**src/rtl/pipe_pkg.sv**
```systemverilog
// Shared types and constants for the pipeline stall/flush controller.
package pipe_pkg;
  localparam logic [15:0] NOP_INSTR = 16'h0800;
  localparam int          REG_W     = 3;

  typedef enum logic [1:0] {
    RUN      = 2'd0,
    MEM_WAIT = 2'd1,
    FLUSH    = 2'd2
  } state_e;

  typedef struct packed {
    logic pc_en;
    logic ifid_en;
    logic idex_en;
    logic exmem_en;
    logic main_stall;
    logic flush_ifid;
    logic stall_mem_stall;
  } ctrl_t;

  // Canonical output sets: idle, memory freeze, branch bubble, load-use bubble.
  localparam ctrl_t CTRL_IDLE   = 7'b1111_000;
  localparam ctrl_t CTRL_FREEZE = 7'b0000_001;
  localparam ctrl_t CTRL_FLUSH  = 7'b1111_110;
  localparam ctrl_t CTRL_HAZ    = 7'b0011_100;
endpackage

```
**src/rtl/raw_match.sv**
```systemverilog
// One in-flight destination compared against the decode-stage sources.
module raw_match
  import pipe_pkg::*;
(
  input  logic [REG_W-1:0] dest,
  input  logic             wr,
  input  logic [REG_W-1:0] rs,
  input  logic [REG_W-1:0] rt,
  input  logic             reading_rs,
  input  logic             reading_rt,
  output logic             hit
);
  assign hit = wr & ((reading_rs & (dest == rs)) | (reading_rt & (dest == rt)));
endmodule

```
**src/rtl/pipe_hazard_ctrl.sv**
```systemverilog
// Central stall/flush controller: latch enables, bubble insert and replay hold.
module pipe_hazard_ctrl
  import pipe_pkg::*;
#(
  parameter int FORWARDING     = 1,
  parameter int BRANCH_PENALTY = 2
) (
  input  logic             clk,
  input  logic             rst,
  input  logic             id_valid,
  input  logic [REG_W-1:0] id_rs,
  input  logic [REG_W-1:0] id_rt,
  input  logic             id_reading_rs,
  input  logic             id_reading_rt,
  input  logic [REG_W-1:0] ex_dest,
  input  logic             ex_regwrite,
  input  logic             ex_memtoreg,
  input  logic [REG_W-1:0] mem_dest,
  input  logic [REG_W-1:0] wb_dest,
  input  logic             mem_regwrite,
  input  logic             wb_regwrite,
  input  logic             branch_taken,
  input  logic             dmem_stall,
  input  logic             dmem_done,
  output logic             pc_en,
  output logic             ifid_en,
  output logic             idex_en,
  output logic             exmem_en,
  output logic             main_stall,
  output logic             flush_ifid,
  output logic             stall_mem_stall,
  output logic [15:0]      stall_count
);
  localparam int NSRC = (FORWARDING != 0) ? 1 : 3;

  logic [NSRC-1:0] src_hit;
  logic            data_hazard;
  logic            unused_in;

  // Not every configuration consumes every writer input.
  assign unused_in = ^{mem_dest, wb_dest, mem_regwrite, wb_regwrite, ex_memtoreg};

  generate
    if (FORWARDING != 0) begin : g_fwd
      // Only a load in EX cannot be forwarded in time.
      raw_match u_ex (
        .dest(ex_dest), .wr(ex_regwrite & ex_memtoreg),
        .rs(id_rs), .rt(id_rt),
        .reading_rs(id_reading_rs), .reading_rt(id_reading_rt),
        .hit(src_hit[0])
      );
    end else begin : g_nofwd
      logic [2:0][REG_W-1:0] dst;
      logic [2:0]            wr;
      assign dst = {wb_dest, mem_dest, ex_dest};
      assign wr  = {wb_regwrite, mem_regwrite, ex_regwrite};
      for (genvar i = 0; i < 3; i++) begin : g_src
        raw_match u_m (
          .dest(dst[i]), .wr(wr[i]),
          .rs(id_rs), .rt(id_rt),
          .reading_rs(id_reading_rs), .reading_rt(id_reading_rt),
          .hit(src_hit[i])
        );
      end
    end
  endgenerate

  assign data_hazard = id_valid & (|src_hit);

  state_e      state, state_nxt;
  logic [1:0]  flush_cnt, cnt_nxt;
  ctrl_t       ctrl;
  logic        stall_any;

  always_comb begin
    state_nxt = state;
    cnt_nxt   = flush_cnt;
    ctrl      = CTRL_IDLE;
    case (state)
      RUN: begin
        if (dmem_stall) begin
          ctrl      = CTRL_FREEZE;
          state_nxt = MEM_WAIT;
        end else if (branch_taken) begin
          ctrl      = CTRL_FLUSH;
          cnt_nxt   = 2'(BRANCH_PENALTY - 1);
          state_nxt = (BRANCH_PENALTY > 1) ? FLUSH : RUN;
        end else if (data_hazard) begin
          ctrl = CTRL_HAZ;
        end
      end
      MEM_WAIT: begin
        // Release is combinational on the done cycle; leftover bubbles resume after.
        if (dmem_done) state_nxt = (flush_cnt != 2'd0) ? FLUSH : RUN;
        else           ctrl      = CTRL_FREEZE;
      end
      FLUSH: begin
        if (dmem_stall) begin
          ctrl      = CTRL_FREEZE;
          state_nxt = MEM_WAIT;
        end else begin
          ctrl    = CTRL_FLUSH;
          cnt_nxt = flush_cnt - 2'd1;
          if (flush_cnt <= 2'd1) state_nxt = RUN;
        end
      end
      default: state_nxt = RUN;
    endcase
    if (!rst) ctrl = CTRL_IDLE;
  end

  assign stall_any = ctrl.main_stall | ctrl.flush_ifid | ctrl.stall_mem_stall;

  always_ff @(posedge clk or negedge rst) begin
    if (!rst) begin
      state       <= RUN;
      flush_cnt   <= 2'd0;
      stall_count <= 16'd0;
    end else begin
      state     <= state_nxt;
      flush_cnt <= cnt_nxt;
      if (stall_any && stall_count != 16'hFFFF) stall_count <= stall_count + 16'd1;
    end
  end

  assign pc_en           = ctrl.pc_en;
  assign ifid_en         = ctrl.ifid_en;
  assign idex_en         = ctrl.idex_en;
  assign exmem_en        = ctrl.exmem_en;
  assign main_stall      = ctrl.main_stall;
  assign flush_ifid      = ctrl.flush_ifid;
  assign stall_mem_stall = ctrl.stall_mem_stall;
endmodule

```
**config.mk**
```make
export PLATFORM = sky130hd
export DESIGN_NAME = pipe_hazard_ctrl
export DESIGN_NICKNAME = d
export VERILOG_FILES = /design/src/rtl/pipe_pkg.sv /design/src/rtl/raw_match.sv /design/src/rtl/pipe_hazard_ctrl.sv
export SDC_FILE = /design/constraint.sdc
export NUM_CORES = 1
export LEC_CHECK = 0
export BUFFER_PORTS_ARGS = -buffer_cell sky130_fd_sc_hd__buf_4
export CORE_ASPECT_RATIO = 1.2
export CORE_UTILIZATION = 39
export CTS_BUF_LIST = sky130_fd_sc_hd__clkbuf_8
export DETAILED_ROUTE_END_ITERATION = 10
export PLACE_DENSITY_LB_ADDON = 0.05
export SYNTH_ARGS = -nofsm -noshare
export SYNTH_HDL_FRONTEND = slang
export SYNTH_SLANG_ARGS = --single-unit
export TNS_END_PERCENT = 10
```
**constraint.sdc**
```tcl
create_clock -name clk -period 4.8 [get_ports clk]
set_input_delay 0.24 -clock clk [delete_from_list [all_inputs] [get_ports clk]]
set_output_delay 0.24 -clock clk [all_outputs]
set_load 0.05 [all_outputs]
```
==> metrics.txt <==
run status=complete, no violations; Fmax=505.4 MHz; Slew Limit Headroom=79.75%; Tmin final=1.978 ns; first-pass GRT wire length=3.974 mm; Crit path buffers/inverters=4; Startpoint Class=primary input; Hold Path Class=primary input to register; grt total ovfl=0; YS warnings=0; vias in the first global route=978; cts repair resizes=0; Crit-path slowest cell=dlygate4sd3_1; Leak=0.0007824 uW; post-synthesis sequential area ratio=41.84%; cells along the critical path=dlygate4sd3_1 > buf_4 > nand4_1 > inv_1 > o211ai_1 > and2_1 > buf_4; Core ar.=2864 sq um; DRC Markers=0; layout filler cell count=265; skew final=0.005568 ns; peak supply drop=0.3808 mV; Final HPWL DP=1.795 mm; Hold Fails Final Rpt=0; CTS sink count=20; Synth Instances=121; family with the most delay on the worst path=buffers and inverters; Initial Utilization=41.76%; Required @ worst endpoint=4.56 ns; setup violators final=0; Starting DRT DRC Count=14; Die H=62.67 um; Nets=194; Arrival @ worst endpoint=1.74 ns; synth unique cells=39; DR pass1 iterations=4; H-tree depth=1; mean post-synth cell area=9.886 sq um; DR vias/cell=5.036; R2R setup slack=2.84 ns; CTS tree=built; RSZ-0062 raised after global routing=false; ANT cells=0; setup TNS=0 ns; Total Wirelength=2.322 mm; hold_buf cts=1; Slew Limit Fails=0; die width=52.56 um; CTS Root Cell=clkbuf_8; Max-Cap Viols=0; Post-Syn Area=1196 sq um; row count=21; Detail Route Antenna Nets=0; Area Overhead vs Synth=31.90%; CTS buffer count=3; Max clock buf depth=2; Final Util=55.09%; critical path capture point type=primary output; Max FO, Critical Path=23; Final period util=41.22%; Worst-Margin Slew=0.3027 ns; pwr/cell area=497.2 nW/um^2; layout cells sized above 1=38.04%; initial antenna violation count=0; clk_lat worst skew=0.25 ns; IO Pins=50; Crit Path Class=primary input to primary output; Port Buf Inserts=41; Total GRT Usage=15.24%; Yosys reg bits=20; clock-pin slew on the worst setup and hold paths=0.08 ns; gpl congestion=0.8004; post-CTS setup repair buffer count=0; pin count of the biggest net entering global routing=24; vias after detailed routing=992; area of the multi-input gates=631.9 sq um; Seq. cell area=500.5 sq um; die area=3293 sq um; Wirelength per Cell=11.79 um; hold_ws=0.2560 ns; delay of the slowest critical-path stage=0.52 ns; Mapped Nets=151; crit-path most repeated cell=buf_4
## state kept, by name, indices dropped and copies added (netlist names)
signal and flops:
state 2, stall_count 16, flush_cnt 2
## cell usage after synthesis, drive strengths merged
cell    number  area, sq um
a21o         1        7.510
a21oi        4        20.02
a31o         1        17.52
a31oi        1        6.260
a41oi        1        8.760
and2         2        13.77
and3         4        30.03
and4         3        28.78
buf          3        30.02
clkbuf       1        3.750
dfrtp       20        500.5
ha           3        37.54
inv          8        30.03
mux2         1        11.26
mux2i        1        10.01
nand2        8        32.54
nand2b       2        12.51
nand3        5        25.02
nand3b       1        7.510
nand4        5        31.28
nor2        17        81.33
nor3         3        26.28
o211ai       2        20.02
o21ai        1        8.760
o22ai        1        6.260
o32a         1        10.01
or2          1        6.260
or3          1        6.260
xnor2        9        78.83
xor2        10        87.58
## through the flow
step                power, uW  area [sq um]  setup WS (ns)  cells
global route            834.7          1578          2.697    197
CTS                     795.6          1578          2.796    197
global placement        657.3          1513          2.812    192
finish                  784.5          1578          2.822    197
floorplan               554.1          1196          2.573    121
detailed placement      665.0          1513          2.844    192
## final cells by class
type	instances	area share (%)
repair buffers	42	20.14
clock buffers	4	3.489
flip-flops and latches	20	31.72
well taps	34	2.696
inverters	8	1.903
multi-input cells	89	40.05
## logic make-up after synthesis
group	Yosys count	share of synthesized area (%)
XOR/XNOR	19	13.91
adder cells (fa/ha/maj)	3	3.138
multiplexers	2	1.778
AND/OR/NAND/NOR	52	25.21
AO/OA/AOI/OAI	13	8.788
buffers and inverters	12	5.334
flip-flops	20	41.84
## cells in the final DEF (no fill, tap or decap), types with 2 or more instances in the layout
master,Yosys,routed
clkbuf_8,0,4
ha_1,3,3
nand2b_1,2,2
nand3_1,5,5
nand2_1,7,7
nor3_1,2,2
nor2_2,7,7
and4_1,2,2
nor2_1,10,10
buf_4,2,41
a21oi_1,4,4
nand4_1,5,5
and3_1,3,3
xor2_1,10,10
dfrtp_1,20,20
xnor2_1,9,9
inv_1,7,7
## metal layers
layer	track usage, %	routed length [um]
met5	0	0
met4	3.289	0
met3	3.406	123
met2	26.90	1190
met1	18.18	1008
## power breakdown
group,total [uW],internal [uW],switching (uW)
Clock,126,72.8,53.1
Sequential,276,215,60.1
Combinational,383,131,252
Total,785,420,365
## final timing paths
| check | start | end | cells past startpoint |
|---|---|---|---|
| worst min register to register | stall_count[10] | stall_count[10] | 1 |
| worst min-delay path | dmem_stall | state[0] | 3 |
| worst max-delay path | rst | ifid_en | 7 |
| min in group asynchronous | rst | stall_count[3] | 2 |
| max in group asynchronous | rst | stall_count[11] | 2 |
| worst max register to register | stall_count[0] | stall_count[1] | 6 |
## worst reg2reg max path, stage by stage, from the launching register on
cell     delay (ns)
dfrtp_1        0.42
ha_1           0.22
nand2_1        0.08
nor2_1         0.27
and3_1         0.25
a31o_4         0.24
mux2_2         0.36
Note: power is estimated with default switching activity, not from simulation.
